--- src/rtl/avr_isa_pkg.sv ---
// Shared AVR ISA definitions used by fetch and decode.
//
// Contents:
//   fetch_state_t   - fetch sequencer states (opcode word / operand word)
//   *_OP_HI/_OP_LO  - bit patterns that identify the two-word opcodes
//                     (LDS, STS, JMP, CALL); the high part is word[15:9].
//                     The LDS/STS low part is word[3:0]. The JMP/CALL low
//                     part is word[3:1].
package avr_isa_pkg;

    typedef enum logic {
        FETCH_FIRST  = 1'b0,
        FETCH_SECOND = 1'b1
    } fetch_state_t;

    localparam logic [6:0] LDS_OP_HI      = 7'b1001000;
    localparam logic [6:0] STS_OP_HI      = 7'b1001001;
    localparam logic [3:0] LDS_STS_OP_LO  = 4'b0000;
    localparam logic [6:0] JMP_CALL_OP_HI = 7'b1001010;
    localparam logic [2:0] JMP_OP_LO      = 3'b110;
    localparam logic [2:0] CALL_OP_LO     = 3'b111;

endpackage

--- src/rtl/avr_long_opcode.sv ---
// Combinational detector for AVR opcodes that carry a second (operand) word.
//
// Ports:
//   word    - in,  16 bits: candidate opcode word
//   is_long - out, 1 bit  : high when word is LDS, STS, JMP or CALL
module avr_long_opcode (
    input  logic [15:0] word,
    output logic        is_long
);
    import avr_isa_pkg::*;

    // LDS/STS share an all-zero low nibble. JMP and CALL share a high pattern
    // and differ only in word[1]. The word[0] bit is part of the jump address.
    always_comb begin
        is_long = 1'b0;
        if (((word[15:9] == LDS_OP_HI) || (word[15:9] == STS_OP_HI)) &&
            (word[3:0] == LDS_STS_OP_LO)) begin
            is_long = 1'b1;
        end
        if ((word[15:9] == JMP_CALL_OP_HI) &&
            ((word[3:1] == JMP_OP_LO) || (word[3:1] == CALL_OP_LO))) begin
            is_long = 1'b1;
        end
    end

endmodule

--- src/rtl/fetch_unit.sv ---
// Instruction fetch unit: walks the program ROM and assembles one- and
// two-word AVR instructions for decode, with a valid/ready handshake and
// redirect from downstream jumps/calls/returns.
//
// Ports:
//   clk            - in : clock, all state on posedge
//   rst_n          - in : synchronous active-low reset
//   rom_addr       - out: ROM word address (the PC register)
//   rom_data       - in : ROM word, registered by the ROM on negedge clk
//   redirect_valid - in : taken control transfer, highest priority
//   redirect_pc    - in : redirect target word address
//   instr_ready    - in : decode accepts the current instruction
//   instr_valid    - out: instr holds a complete instruction
//   instr          - out: {first word, second word}, second word 0 if short
//   instr_pc       - out: address of the first word
//   instr_long     - out: instruction is a two-word opcode
module fetch_unit #(
    parameter int DATA_WIDTH = 16,
    parameter int ADDR_WIDTH = 8
) (
    input  logic                    clk,
    input  logic                    rst_n,
    output logic [ADDR_WIDTH-1:0]   rom_addr,
    input  logic [DATA_WIDTH-1:0]   rom_data,
    input  logic                    redirect_valid,
    input  logic [ADDR_WIDTH-1:0]   redirect_pc,
    input  logic                    instr_ready,
    output logic                    instr_valid,
    output logic [2*DATA_WIDTH-1:0] instr,
    output logic [ADDR_WIDTH-1:0]   instr_pc,
    output logic                    instr_long
);
    import avr_isa_pkg::*;

    fetch_state_t            state, state_next;
    logic [ADDR_WIDTH-1:0]   pc, pc_next;
    logic [ADDR_WIDTH-1:0]   instr_pc_next;
    logic [2*DATA_WIDTH-1:0] instr_next;
    logic                    instr_valid_next;
    logic                    instr_long_next;
    logic                    adv;
    logic                    word_is_long;

    avr_long_opcode u_long_opcode (
        .word    (rom_data[15:0]),
        .is_long (word_is_long)
    );

    assign rom_addr = pc;

    // A new word may be taken whenever the output slot is empty or decode is
    // taking what is there now. In SECOND instr_valid is always 0, so adv=1.
    assign adv = !instr_valid || instr_ready;

    // Next-state logic. Redirect beats everything and drops a half-built
    // two-word instruction. The first word of a long opcode is parked in the
    // upper half of instr while instr_valid stays low. Then the operand word
    // fills the lower half on the next edge.
    always_comb begin
        state_next       = state;
        pc_next          = pc;
        instr_next       = instr;
        instr_pc_next    = instr_pc;
        instr_valid_next = instr_valid;
        instr_long_next  = instr_long;

        if (redirect_valid) begin
            pc_next          = redirect_pc;
            instr_valid_next = 1'b0;
            state_next       = FETCH_FIRST;
        end else begin
            case (state)
                FETCH_FIRST: begin
                    if (adv) begin
                        instr_next    = {rom_data, {DATA_WIDTH{1'b0}}};
                        instr_pc_next = pc;
                        pc_next       = pc + 1'b1;
                        if (word_is_long) begin
                            instr_valid_next = 1'b0;
                            instr_long_next  = 1'b1;
                            state_next       = FETCH_SECOND;
                        end else begin
                            instr_valid_next = 1'b1;
                            instr_long_next  = 1'b0;
                        end
                    end
                end
                FETCH_SECOND: begin
                    instr_next[DATA_WIDTH-1:0] = rom_data;
                    instr_valid_next           = 1'b1;
                    instr_long_next            = 1'b1;
                    pc_next                    = pc + 1'b1;
                    state_next                 = FETCH_FIRST;
                end
                default: begin
                    state_next       = FETCH_FIRST;
                    instr_valid_next = 1'b0;
                end
            endcase
        end
    end

    // State and output registers. Reset wins over redirect. Because pc is 0
    // during reset, the first edge after release sees the word at address 0.
    always_ff @(posedge clk) begin
        if (!rst_n) begin
            state       <= FETCH_FIRST;
            pc          <= '0;
            instr       <= '0;
            instr_pc    <= '0;
            instr_valid <= 1'b0;
            instr_long  <= 1'b0;
        end else begin
            state       <= state_next;
            pc          <= pc_next;
            instr       <= instr_next;
            instr_pc    <= instr_pc_next;
            instr_valid <= instr_valid_next;
            instr_long  <= instr_long_next;
        end
    end

endmodule
--- config.mk ---
export PLATFORM = sky130hd
export DESIGN_NAME = fetch_unit
export DESIGN_NICKNAME = d
export VERILOG_FILES = /design/src/rtl/avr_isa_pkg.sv /design/src/rtl/avr_long_opcode.sv /design/src/rtl/fetch_unit.sv
export SDC_FILE = /design/constraint.sdc
export NUM_CORES = 1
export LEC_CHECK = 0
export ABC_AREA = 1
export ABC_CLOCK_PERIOD_IN_PS = 1600
export CORE_UTILIZATION = 40
export DETAILED_ROUTE_END_ITERATION = 10
export GPL_TIMING_DRIVEN = 0
export PLACE_DENSITY = 0.73
export REMOVE_ABC_BUFFERS = 1
export SLEW_MARGIN = 25
export SYNTH_ARGS = -nofsm -noshare
export SYNTH_HDL_FRONTEND = slang
export SYNTH_SLANG_ARGS = --single-unit
--- constraint.sdc ---
create_clock -name clk -period 1.6 [get_ports clk]
set_clock_uncertainty 0.1 [all_clocks]
set_input_delay 0.32 -clock clk [delete_from_list [all_inputs] [get_ports clk]]
set_output_delay 0.32 -clock clk [all_outputs]
set_load 0.02 [all_outputs]
# == After elaboration in Yosys (flattened, before gate mapping) ==
# Cells that the tools add are included.
# totals
register_bits,51
out_inout_bits,50
wordCells,43
# op_classes
add_sub_neg,1
eq_ne,7
muxes,15
bitwise_logic,3
n_reduce_logical,10
# op_table
operator,n
$pmux W16 S2,1
$eq A7 B7 Y1 const B,3
$mux W16,1
$mux W8,2
$pmux W8 S2,1
$add A8 B1 Y8 const B,1
$mux W1,7
$eq A3 B3 Y1 const B,2
$pmux W1 S2,3
$logic_not A4 Y1,1
$logic_or A1 B1 Y1,3
$ne A3 B3 Y1 const B,1
$not A1 Y1,3
$reduce_and A3 Y1,1
$logic_and A1 B1 Y1,2
$ne A2 B2 Y1 const B,1
$reduce_and A2 Y1,1
$reduce_or A2 Y1,1
$logic_not A1 Y1,1

# == Logic depth before layout (Yosys ltp) ==
# logic_depth
word_depth,8
depth_mapped,7
mapped_depth_nobuf,7

# == Modules after synthesis ==
# A second synthesis with hierarchy kept.
# unflattened
hier_cells,284
area_unflattened_um2,2100.8
# by_module_without_submodules
mod,instances,cells_each,area_each_um2
fetch_unit,1,270,2044.5
avr_long_opcode,1,14,56.3

# == Worst setup path before layout ==
# Ideal clock, no wire load.
# synth_path
kind,reg2reg
startpoint,"register pc[0], in the netlist rom_addr[0]"
endpoint,"register pc[6], in the netlist rom_addr[6]"
setup_time_ns,0.070
t_arrival_ns,1.208
t_required_ns,1.430
path_slack_ns,0.223
stages_incl_launch_ff,8
n_path_buf,0
path_cell_list,dfxtp_1 -> ha_1 -> nand3_1 -> nor2_1 -> nand2_1 -> nand2_1 -> nand2_1 -> a21oi_1
# synth_via
elab_chain_len,4
# synth_lines
element,line,text
from (decl),fetch_unit.sv:36,"logic [ADDR_WIDTH-1:0] pc, pc_next;"
from (signal assigned),fetch_unit.sv:115,pc <= pc_next;
$add A8 B1 Y8 (*),"fetch_unit.sv:77, fetch_unit.sv:92",
$mux W8,fetch_unit.sv:74,if (adv) begin
$pmux W8 S2 (*),fetch_unit.sv:72,case (state)
$mux W8 (*),fetch_unit.sv:67,if (redirect_valid) begin
# Mark *: on every way between the ends. The rest lies on a longest branch, timed or not. The select of a mux whose other input is x is not followed.
# A chain may end at the register's enable or synchronous reset.

# == Worst setup path in the final report ==
# layout_path
startpoint,"register pc[2], in the netlist rom_addr[2]"
endpoint,output port rom_addr[2]
# layout_lines
element,line,text
to (decl),fetch_unit.sv:23,"output logic [ADDR_WIDTH-1:0] rom_addr,"
# No word-level cell between the ends.

==> run_results.csv <==
group,metric,value,unit
critical_path,cp_cell_sequence,"dlygate4sd2_1",
worst_hold_path,hp-class,"in2reg",
drt,final_antenna_net_count,0,
global_route,grtUsageTotal,0.246,
logic_synthesis,netlist.area_leader.share,0.485,
floorplanning,core_area,0.00507,sq mm
logic_synthesis,netlist_instances,282,
power_and_ir_drop,comb_power_share,0.185,
final_layout,layout-drive-gt1-share,0.0904,
final_layout,ff_latch_area,0.00102,sq mm
global_route,antenna_found_initial,0,
logic_synthesis,synth.largest_area_cell,"dfxtp_1",
floorplanning,die_h,74.6,um
global_route,grt_pass1_vias,2056,
final_layout,final_cell_mix,"54 x nand2_1, 50 x nor2_1, 50 x dfxtp_1, 50 x dlygate4sd2_1, 24 x clkdlybuf4s50_1",
cts,clk_latency,0.30,ns
timing,fmax,653,MHz
power_and_ir_drop,irDropWorstVdd,0.000528,V
critical_path,crit_buf_inv,1,
floorplanning,start_util,0.415,
cts,cts_tree,"yes",
critical_path,slowest_stage,"dfxtp_1",
timing,tns,0,ns
timing,setup_viol,0,
floorplanning,fp-row-count,26,
final_layout,finish.utilization,0.605,
drt,drt_pass1_iterations,4,
final_layout,area_growth,45.8,%
power_and_ir_drop,power_switching,0.000733,W
cts,cts-root-buf,"clkbuf_8",
power_and_ir_drop,p_int,0.00187,W
final_layout,fin_nets,394,
timing,fin_crit,1.53,ns
global_route,gr-total-overflow,0,
drt,viasPerCell,5.06,
cts,cts_made_buffers,5,
global_route,grt_pass1_wl,10200,um
placed_design,gp_congestion,0.761,
final_layout,final_common_cell,"nand2_1",
logic_synthesis,synthesis.area,0.00211,sq mm
final_layout,n_antenna_cell,0,
drt,drt_iter0_drc,132,
final_layout,multi_input_area,987,sq um
timing,slew-limit-headroom,0.489,
cts,cts.clk_slew.worst_paths,0.09,ns
timing,hold_viol_final,0,
drt,num_vias,2200,
power_and_ir_drop,leakagePower,1.39,nW
critical_path,worstPathRequired,1.18,ns
power_and_ir_drop,switching_share,0.281,
timing,maxSlewViolCount,0,
power_and_ir_drop,seq_power_share,0.527,
drt,wl_per_cell,14.7,um
power_and_ir_drop,finalPower,0.00261,W
logic_synthesis,yosysWarningCount,0,
drt,drc,0,
critical_path,endpoint_kind,"output pin",
critical_path,reg2reg_setup_slack,0.10,ns
drt,wl,6400,um
cts,clockBufferDepth,2,
placed_design,port_buffers,77,
placed_design,hpwl,3740,um
cts,cts-htree-levels,2,
cts,cts_hold_buffers,0,
logic_synthesis,syn_avg_cell_area,7.47,sq um
floorplanning,fp.dieArea,0.00556,sq mm
timing,grt_setup_unrepaired,"false",
critical_path,worstPathMaxFanout,7,
power_and_ir_drop,clock_power_share,0.289,
floorplanning,die_x,74.6,um
global_route,grt_max_degree,32,
critical_path,crit_type,"reg2out",
logic_synthesis,synth_area_leaders,"dfxtp_1 48%, nand2_1 9.6%, nor2_1 9.1%, nor3_1 5.2%, a21oi_1 4.3%",
final_layout,layoutNonFillerInstCount,435,
logic_synthesis,ys_types,25,
final_layout,fill_cells,499,
run_status,outcome,"completed",
cts,cts_sinks,51,
logic_synthesis,synth_seq_area_share,0.485,
timing,finalCritPeriodShare,0.958,
power_and_ir_drop,power_density,849,mW/mm^2
critical_path,cp_top_family,"flip-flops",
timing,worst_pin_slew,0.766,ns
floorplanning,pin_count,78,
critical_path,slowest_delay,0.46,ns
placed_design,dp.cells,416,
critical_path,critPathLaunchType,"flop",
logic_synthesis,synth-seq-cells,51,
run,drv_cap,0,
critical_path,cp.arrival,1.11,ns
[through the flow]
step / cell area [sq um] / setup WS (ns) / hold WS, ns
2_1_floorplan: 2030 / 0.0206 / 0.343
3_3_place_gp: 2890 / -2.00 / 0.348
3_5_place_dp: 2910 / -1.01 / 0.358
4_1_cts: 3050 / 0.0282 / 0.337
5_1_grt: 3070 / 0.00175 / 0.353
6_report: 3070 / 0.0679 / 0.339
[sequential cells by signal, indices dropped and copies added, names as in the netlist]
signal and cells:
instr_long 1, rom_addr 8, instr_pc 8, instr_valid 1
state 1, instr 32
[layout make-up]
type | count | share of cell area
sequential | 51 | 0.333
multi-input combinational | 205 | 0.322
timing repair buffer | 86 | 0.265
tap | 70 | 0.0285
clock buffer | 6 | 0.0269
inverter | 15 | 0.0212
timing repair inverter | 1 | 0.00245
clock inverter | 1 | 0.00163
[cell usage after synthesis]
library cell   n
nand4_1        2
a22oi_1        9
nand3_2        1
inv_2          1
clkbuf_1       5
clkinv_2       1
xnor2_1        1
o21ai_1       16
nor2_1        51
nand2_2        1
o21ai_0       12
o21bai_1       1
nand3_1        8
inv_1         12
buf_4          4
nor2_4         2
nand3b_1       2
o21ai_4        1
buf_2          5
nor3_1        22
a21oi_1       18
dfxtp_1       51
ha_1           1
nand2_1       54
clkinv_1       1
[power by group through the flow]
stage,clock [W],sequential (W),combinational (W)
2_1_floorplan,0,0.00147,0.000142
3_3_place_gp,0,0.00140,0.000468
3_5_place_dp,0,0.00140,0.000478
4_1_cts,0.000762,0.00137,0.000478
5_1_grt,0.000822,0.00138,0.000523
6_report,0.000752,0.00137,0.000482
[worst paths after layout]
path,start,cells after the start,to
setup / recovery,rom_addr[2],1,rom_addr[2]
hold / removal,redirect_valid,3,instr[24]
setup reg to reg,instr_valid,3,state
hold reg to reg,instr[5],2,instr[5]
[cells by family (layout without fill, tap and decap cells)]
group | count (synthesis) | in the layout | share of synthesized area
AND/OR/NAND/NOR | 143 | 145 | 0.290
XOR/XNOR | 1 | 1 | 0.00416
buffers and inverters | 29 | 109 | 0.0624
flip-flops | 51 | 51 | 0.485
adder cells (fa/ha/maj) | 1 | 1 | 0.00594
AO/OA/AOI/OAI | 57 | 58 | 0.153
[per-layer routing]
metal  global-route usage  up-vias  share of wire
met5                    0        -              0
met4               0.0608        0         0.0039
met3               0.0745        2          0.074
met2                0.402       80           0.48
met1                0.317     1018           0.44
li1                     -     1100              -
[repair_timing]
action	4_1_cts	5_1_grt
gates cloned	4	0
setup buffers	7	1
pin swaps	3	0
setup endpoints to repair	99	16
resized for setup	57	4
(Power assumes the default switching activity.)
